### config.mk
export PLATFORM = sky130hd
export DESIGN_NAME = lfsr_encrypt_engine_flat
export DESIGN_NICKNAME = d
export VERILOG_FILES = /design/src/rtl/lfsr_encrypt_engine_if.sv /design/src/rtl/lfsr_encrypt_engine.sv /design/src/flat_wrapper.sv
export SDC_FILE = /design/constraint.sdc
export NUM_CORES = 1
export LEC_CHECK = 0
export CORE_MARGIN = 1.5
export CORE_UTILIZATION = 55
export CTS_CLUSTER_SIZE = 20
export DETAILED_ROUTE_END_ITERATION = 10
export GPL_TIMING_DRIVEN = 0
export PLACE_DENSITY = 0.85
export SETUP_SLACK_MARGIN = 0.05
export SLEW_MARGIN = 30
export SYNTH_ARGS = -nofsm -noshare
export SYNTH_HDL_FRONTEND = slang
export SYNTH_SLANG_ARGS = --single-unit
### constraint.sdc
create_clock -name clk -period 4.46 [get_ports clk]
set_input_delay 0.669 -clock clk [delete_from_list [all_inputs] [get_ports clk]]
set_output_delay 0.669 -clock clk [all_outputs]
set_load 0.05 [all_outputs]
### src/rtl/lfsr_encrypt_engine_if.sv
// -----------------------------------------------------------------------------
// lfsr_encrypt_engine_if
//
// Purpose: bundles the launch handshake (req/ack) and the data-memory port of
// the LFSR encryption engine. The engine masters the memory port and answers
// the launch request, so it connects through the master modport. The
// processor/memory side (or a testbench) connects through the slave modport.
//
// Signals:
//   req        start request from the launcher, level sensitive
//   ack        run complete, held until req drops
//   mem_addr   8-bit data-memory address
//   mem_we     data-memory write enable
//   mem_wdata  8-bit write data
//   mem_rdata  8-bit read data, valid one cycle after mem_addr (sync read)
// -----------------------------------------------------------------------------
interface lfsr_encrypt_engine_if;
   logic       req;
   logic       ack;
   logic [7:0] mem_addr;
   logic       mem_we;
   logic [7:0] mem_wdata;
   logic [7:0] mem_rdata;

   modport master (
      input  req,
      input  mem_rdata,
      output ack,
      output mem_addr,
      output mem_we,
      output mem_wdata
   );

   modport slave (
      output req,
      output mem_rdata,
      input  ack,
      input  mem_addr,
      input  mem_we,
      input  mem_wdata
   );
endinterface

### src/rtl/lfsr_encrypt_engine.sv
// -----------------------------------------------------------------------------
// lfsr_encrypt_engine
//
// Purpose: fixed-function LFSR encryptor. On a req launch it reads the three
// configuration bytes (pre_length at 61, taps at 62, seed at 63), then produces
// 64 ciphertext bytes at DM[64..127]. Plaintext byte i is a space when it falls
// in the pre-pad region or past the 61-byte message, otherwise DM[i-pre_length].
// Ciphertext is the low 7 plaintext bits XOR the 7-bit LFSR state, with even
// parity of those 7 bits placed in bit 7.
//
// Ports:
//   clk   system clock, all state changes on the rising edge
//   init  synchronous active-low reset (0 = reset)
//   bus   lfsr_encrypt_engine_if.master: req/ack handshake + data-memory port
//
// Timing: the edge that samples req in IDLE is E0. CFG0..CFG3 take four cycles,
// each byte takes a RD cycle (address out) and a WR cycle (write strobe), and
// ack rises one cycle after the FSM enters DONE, i.e. after edge E0+133.
// mem_wdata is formed combinationally in WR because the byte it encrypts only
// arrives on mem_rdata during that same cycle; outside WR it is forced to 0.
// -----------------------------------------------------------------------------
module lfsr_encrypt_engine (
   input logic                    clk,
   input logic                    init,
   lfsr_encrypt_engine_if.master  bus
);

   localparam logic [7:0] CFG_BASE = 8'd61;
   localparam logic [7:0] OUT_BASE = 8'd64;
   localparam logic [7:0] MSG_LAST = 8'd60;   // last valid message offset
   localparam logic [5:0] LAST_IDX = 6'd63;   // N_OUT - 1
   localparam logic [6:0] SPACE7   = 7'h20;

   typedef enum logic [2:0] {
      IDLE = 3'd0,
      CFG0 = 3'd1,
      CFG1 = 3'd2,
      CFG2 = 3'd3,
      CFG3 = 3'd4,
      RD   = 3'd5,
      WR   = 3'd6,
      DONE = 3'd7
   } state_t;

   state_t     state_r;
   logic [7:0] pre_len_r;
   logic [6:0] taps_r;
   logic [6:0] lfsr_r;
   logic [5:0] idx_r;
   logic       space_r;     // current byte is a pad space, mem_rdata ignored
   logic       ack_r;
   logic       we_r;
   logic [7:0] addr_r;

   logic [5:0] src_idx_s;   // byte index whose source is being resolved
   logic [8:0] src_s;       // {space, read address} for src_idx_s
   logic [6:0] seed_s;
   logic [6:0] plain_s;
   logic [6:0] cipher_s;
   logic [6:0] lfsr_next_s;
   logic [7:0] wdata_s;

   // Even parity over the 7 ciphertext bits.
   function automatic logic parity7(input logic [6:0] v);
      return ^v;
   endfunction

   // One Fibonacci-style LFSR step: shift left, feedback is XOR of tapped bits.
   function automatic logic [6:0] lfsr_step(input logic [6:0] s,
                                             input logic [6:0] taps);
      return {s[5:0], ^(s & taps)};
   endfunction

   // Resolves where plaintext byte idx comes from. The comparison is done
   // before the subtraction so idx - pre never wraps in 8 bits.
   function automatic logic [8:0] plain_src(input logic [5:0] idx,
                                             input logic [7:0] pre);
      logic [7:0] idx8;
      logic [7:0] diff;
      logic       space;
      idx8 = {2'b00, idx};
      if (idx8 < pre) begin
         space = 1'b1;
         diff  = 8'd0;
      end else begin
         diff  = idx8 - pre;
         space = (diff > MSG_LAST);
      end
      if (space) begin
         return {1'b1, 8'd0};
      end else begin
         return {1'b0, diff};
      end
   endfunction

   // Source lookup for the byte about to enter RD (byte 0 from CFG3, else next).
   always_comb begin
      src_idx_s = 6'd0;
      if (state_r == CFG3) begin
         src_idx_s = 6'd0;
      end else begin
         src_idx_s = idx_r + 6'd1;
      end
      src_s = plain_src(src_idx_s, pre_len_r);
   end

   // Seed capture with zero substitution (an all-zero LFSR would lock up).
   always_comb begin
      seed_s = bus.mem_rdata[6:0];
      if (bus.mem_rdata[6:0] == 7'd0) begin
         seed_s = 7'h01;
      end else begin
         seed_s = bus.mem_rdata[6:0];
      end
   end

   // Ciphertext for the byte in WR; bit 7 of the plaintext is dropped.
   always_comb begin
      plain_s     = bus.mem_rdata[6:0];
      lfsr_next_s = lfsr_step(lfsr_r, taps_r);
      if (space_r) begin
         plain_s = SPACE7;
      end else begin
         plain_s = bus.mem_rdata[6:0];
      end
      cipher_s = plain_s ^ lfsr_r;
      if (state_r == WR) begin
         wdata_s = {parity7(cipher_s), cipher_s};
      end else begin
         wdata_s = 8'd0;
      end
   end

   // Control FSM with registered handshake and memory-port outputs.
   always_ff @(posedge clk) begin
      if (!init) begin
         state_r   <= IDLE;
         ack_r     <= 1'b0;
         we_r      <= 1'b0;
         addr_r    <= 8'd0;
         pre_len_r <= 8'd0;
         taps_r    <= 7'd0;
         lfsr_r    <= 7'h01;
         idx_r     <= 6'd0;
         space_r   <= 1'b0;
      end else begin
         case (state_r)
            IDLE: begin
               ack_r <= 1'b0;
               we_r  <= 1'b0;
               if (bus.req) begin
                  state_r <= CFG0;
                  addr_r  <= CFG_BASE;
               end else begin
                  state_r <= IDLE;
               end
            end
            CFG0: begin
               addr_r  <= CFG_BASE + 8'd1;
               state_r <= CFG1;
            end
            CFG1: begin
               pre_len_r <= bus.mem_rdata;
               addr_r    <= CFG_BASE + 8'd2;
               state_r   <= CFG2;
            end
            CFG2: begin
               taps_r  <= bus.mem_rdata[6:0];
               state_r <= CFG3;
            end
            CFG3: begin
               lfsr_r  <= seed_s;
               idx_r   <= 6'd0;
               space_r <= src_s[8];
               addr_r  <= src_s[7:0];
               state_r <= RD;
            end
            RD: begin
               we_r    <= 1'b1;
               addr_r  <= OUT_BASE + {2'b00, idx_r};
               state_r <= WR;
            end
            WR: begin
               we_r   <= 1'b0;
               lfsr_r <= lfsr_next_s;
               if (idx_r == LAST_IDX) begin
                  state_r <= DONE;
               end else begin
                  idx_r   <= idx_r + 6'd1;
                  space_r <= src_s[8];
                  addr_r  <= src_s[7:0];
                  state_r <= RD;
               end
            end
            DONE: begin
               // ack drops on the same edge that sees req low; a held req
               // keeps the engine parked here so a run never restarts by itself.
               if (!bus.req) begin
                  ack_r   <= 1'b0;
                  state_r <= IDLE;
               end else begin
                  ack_r   <= 1'b1;
                  state_r <= DONE;
               end
            end
            default: begin
               state_r <= IDLE;
               ack_r   <= 1'b0;
               we_r    <= 1'b0;
            end
         endcase
      end
   end

   assign bus.ack       = ack_r;
   assign bus.mem_we    = we_r;
   assign bus.mem_addr  = addr_r;
   assign bus.mem_wdata = wdata_s;

endmodule

### src/flat_wrapper.sv
// flat-port wrapper written by rule: the top's interface ports become plain ports
module lfsr_encrypt_engine_flat 
  (clk, init, bus_req, bus_mem_rdata, bus_ack, bus_mem_addr, bus_mem_we, bus_mem_wdata);
  lfsr_encrypt_engine_if bus_i ();
  input logic clk;
  input logic init;
  input wire logic [$bits(bus_i.req)-1:0] bus_req;
  input wire logic [$bits(bus_i.mem_rdata)-1:0] bus_mem_rdata;
  output wire logic [$bits(bus_i.ack)-1:0] bus_ack;
  output wire logic [$bits(bus_i.mem_addr)-1:0] bus_mem_addr;
  output wire logic [$bits(bus_i.mem_we)-1:0] bus_mem_we;
  output wire logic [$bits(bus_i.mem_wdata)-1:0] bus_mem_wdata;
  assign bus_i.req = bus_req;
  assign bus_i.mem_rdata = bus_mem_rdata;
  assign bus_ack = bus_i.ack;
  assign bus_mem_addr = bus_i.mem_addr;
  assign bus_mem_we = bus_i.mem_we;
  assign bus_mem_wdata = bus_i.mem_wdata;
  lfsr_encrypt_engine u_core (.clk(clk), .init(init), .bus(bus_i));
endmodule
==> results.py <==
metrics = {
    "run_status": {
        "status": "finished clean",
    },
    "final_layout": {
        "drive_gt1_frac": 0.0331,
        "diodes": 0,
        "sequential_cell_area_um2": 841,
        "multiInputGateArea_mm2": 0.00160,
        "fillerInstances": 397,
        "mostFrequentLayoutCells": "sky130_fd_sc_hd__nor2_1, sky130_fd_sc_hd__dfxtp_1, sky130_fd_sc_hd__xnor2_1, sky130_fd_sc_hd__clkdlybuf4s50_1, sky130_fd_sc_hd__nand2_1",
        "layout.cells.most_common": "sky130_fd_sc_hd__nor2_1",
        "syn_to_final_growth_pct": 16.5,
        "finalNetCount": 383,
    },
    "grt": {
        "track_usage": 0.260,
        "grt_max_degree": 12,
        "first_global_vias": 2246,
        "globalRouteOverflowTotal": 0,
        "grt_pass1_wl_um": 10300,
        "antenna_found_initial": 0,
    },
    "clock_network": {
        "clock-sinks": 42,
        "cts_max_path_buffers": 2,
        "cts.reportedPaths.clkPinSlew_ps": 70,
        "htree_levels": 2,
        "setup_buffers_after_cts": 0,
        "clock_tree_from_tritoncts": "yes",
        "cts_hold_buf": 0,
        "postCtsResizedCells": 0,
        "cts_made_buffers": 5,
        "clock_latency_ps": 290,
        "ctsRootBufferMaster": "sky130_fd_sc_hd__clkbuf_8",
    },
    "synthesis": {
        "synth_compound_gate_area_share": 0.179,
        "xor_xnor_share_of_the_synthesized_area": 0.110,
        "synth_enable_flop_cells": 0,
        "syn-num-nets": 348,
        "yosysWarningCount": 0,
        "synth.mux.area_fraction": 0.0471,
        "synth_fa_ha_area_frac": 0.0520,
        "synth_async_sr_flop_share": 0,
        "synth-seq-area-share": 0.330,
        "synth.distinct_cells": 51,
        "ys_dominant_reg_cell": "sky130_fd_sc_hd__dfxtp_1",
        "main_combinational_cell_family_by_area_after_synthesis": "simple AND/OR/NAND/NOR gates",
        "yosys_register_bits": 42,
        "synth.avg_cell_area_um2": 7.80,
        "synth_cell_area_mm2": 0.00255,
        "simple_gate_share_of_the_synthesized_area": 0.241,
        "synthCells": 327,
    },
    "setup_path": {
        "crit_start": "u_core.state_r[0]$_SDFF_PN0_",
        "critical_path_arrival_ps": 4010,
        "critical_path_peak_fanout": 10,
        "criticalPathCategory": "reg -> reg",
        "setup_crit_end_kind": "register",
        "cp.required_ps": 4620,
        "rr_startpoint": "u_core.state_r[0]$_SDFF_PN0_",
        "crit-reg2reg-capture": "u_core.bus.mem_addr[1]$_SDFFE_PN0P_",
        "worstSetupEndpoint": "u_core.bus.mem_addr[1]$_SDFFE_PN0P_",
        "crit_path_start_kind": "register",
        "rrSetupSlack_ps": 610,
        "worst_r2r_path_depth": 12,
    },
    "floorplanning": {
        "placementRows": 24,
        "floorplan.core_area_mm2": 0.00441,
        "die-area_mm2": 0.00505,
        "floorplan.io_pins": 29,
        "die_height_um": 71.1,
        "die_w_um": 71.1,
        "start_util": 0.578,
    },
    "drt": {
        "wirelength_um": 6320,
        "post-route-drc-count": 0,
        "routed_via_density": 5.74,
        "detail_route.first_pass.iterations": 5,
        "routed_wire_length_per_instance_um": 15.3,
        "vias": 2376,
        "drt.antenna.violating_nets": 0,
        "dr.first_iter.drc_count": 184,
    },
    "timing": {
        "timing_hold_violations_final": 0,
        "timing.setup.tns_ps": 0,
        "achievable-frequency_mhz": 260,
        "timing_worst_slew_pin_value_ps": 612,
        "finalWorstPathRequiredPeriod_ps": 3850,
        "setup_viol_count_final": 0,
        "timing.final.max_slew_violations": 0,
        "worst_clock_skew_ps": 4.91,
        "final_min_period_over_clock_period": 0.862,
        "timing.slew.headroom": 0.592,
        "rsz_0062_raised_after_global_routing": "no",
    },
    "pwr": {
        "peakVddDrop_mv": 0.241,
        "power.static_leakage_nw": 1.15,
        "powerDensity_mw_per_mm2": 279,
        "fin_total_pwr_mw": 0.830,
    },
    "place": {
        "globalplace.congestion": 0.925,
        "dpl.hpwl_um": 4690,
        "port_buffers": 28,
    },
    "job": {
        "max_cap_violations": 0,
    },
    "hold_path": {
        "holdCritPathClass": "reg -> reg",
    },
}
-- flip-flops by register name, summed over array words and instances (netlist names) --
register,cells
u_core.taps_r,7
u_core.bus.mem_we,1
u_core.pre_len_r,8
u_core.idx_r,6
u_core.space_r,1
u_core.lfsr_r,7
u_core.state_r,3
u_core.bus.mem_addr,8
u_core.bus.ack,1
-- layer usage --
metal	up-vias	global-route usage	share of wire
li1	1178	-	-
met1	1107	0.319	0.44
met2	73	0.437	0.48
met3	18	0.0442	0.051
met4	0	0.132	0.029
met5	-	0	0
-- synthesized netlist by cell type, types with 5 or more instances --
library cell	n	area [um2]
sky130_fd_sc_hd__nor2_1	60	225
sky130_fd_sc_hd__clkbuf_1	14	52.6
sky130_fd_sc_hd__a21oi_1	25	125
sky130_fd_sc_hd__ha_1	9	113
sky130_fd_sc_hd__and3_1	5	31.3
sky130_fd_sc_hd__a31oi_1	6	37.5
sky130_fd_sc_hd__inv_1	10	37.5
sky130_fd_sc_hd__o21ai_0	13	65.1
sky130_fd_sc_hd__nor2b_1	14	87.6
sky130_fd_sc_hd__mux2i_1	12	120
sky130_fd_sc_hd__nand2_1	26	97.6
sky130_fd_sc_hd__xnor2_1	28	245
sky130_fd_sc_hd__dfxtp_1	42	841
-- cells by family (layout without fill, tap and decap cells) --
kind of cell	after synthesis	count (layout)
and+or+nand+nor	131	131
AOI/OAI and AO/OA	72	72
DFF	42	42
xor gates and xnor gates	32	32
buffers and inverters	28	63
muxes	12	12
adders and majority gates	10	10
-- area by class of cell --
type                            instances  share of cell area
Sequential cell                        42               0.283
Timing Repair Buffer                   28              0.0943
Clock buffer                            7              0.0257
Buffer                                 16              0.0206
Multi-Input combinational cell        257               0.539
Inverter                               12              0.0152
Tap cell                               52              0.0219
-- power breakdown --
group / internal (mW) / switching [mW] / total [mW] / leakage (nW)
Combinational: 0.0789 / 0.117 / 0.196 / 0.771
Sequential: 0.392 / 0.0128 / 0.405 / 0.342
Clock: 0.108 / 0.122 / 0.230 / 0.0383
Total: 0.578 / 0.252 / 0.830 / 1.15
-- critical path: stages (launching register included) --
cell	delay (ps)
sky130_fd_sc_hd__dfxtp_1	410
sky130_fd_sc_hd__clkbuf_1	360
sky130_fd_sc_hd__nor3_1	170
sky130_fd_sc_hd__clkbuf_1	250
sky130_fd_sc_hd__or2_2	330
sky130_fd_sc_hd__ha_1	220
sky130_fd_sc_hd__fa_1	420
sky130_fd_sc_hd__xnor2_1	270
sky130_fd_sc_hd__a21boi_0	280
sky130_fd_sc_hd__or4b_1	440
sky130_fd_sc_hd__buf_2	170
sky130_fd_sc_hd__a311oi_2	290
sky130_fd_sc_hd__a21oi_1	110
-- per-stage QoR --
stage | hold slack (ps) | util | area (um2) | std cells | setup WS [ps]
2_1_floorplan | 463 | - | 2550 | 327 | 1190
3_5_place_dp | 429 | 0.656 | 2900 | 407 | 679
4_1_cts | 445 | 0.673 | 2970 | 414 | 648
3_3_place_gp | 420 | 0.656 | 2900 | 407 | 765
5_1_grt | 488 | 0.673 | 2970 | 414 | 412
6_report | 439 | 0.673 | 2970 | 414 | 615
-- worst min-delay path by stage --
stage	slack (ps)	endpoint	start	cells past startpoint
floorplan	460	u_core.taps_r[0]$_SDFFE_PN0N_	u_core.taps_r[0]$_SDFFE_PN0N_	2
detailed placement	430	u_core.bus.mem_addr[7]$_SDFFE_PN0P_	u_core.bus.mem_addr[7]$_SDFFE_PN0P_	2
global placement	420	u_core.bus.mem_addr[7]$_SDFFE_PN0P_	u_core.bus.mem_addr[7]$_SDFFE_PN0P_	2
finish	440	u_core.bus.mem_addr[7]$_SDFFE_PN0P_	u_core.bus.mem_addr[7]$_SDFFE_PN0P_	2
global route	490	u_core.bus.mem_addr[7]$_SDFFE_PN0P_	u_core.bus.mem_addr[7]$_SDFFE_PN0P_	2
CTS	440	u_core.bus.mem_addr[7]$_SDFFE_PN0P_	u_core.bus.mem_addr[7]$_SDFFE_PN0P_	2
Note: power is estimated with default switching activity, not from simulation.
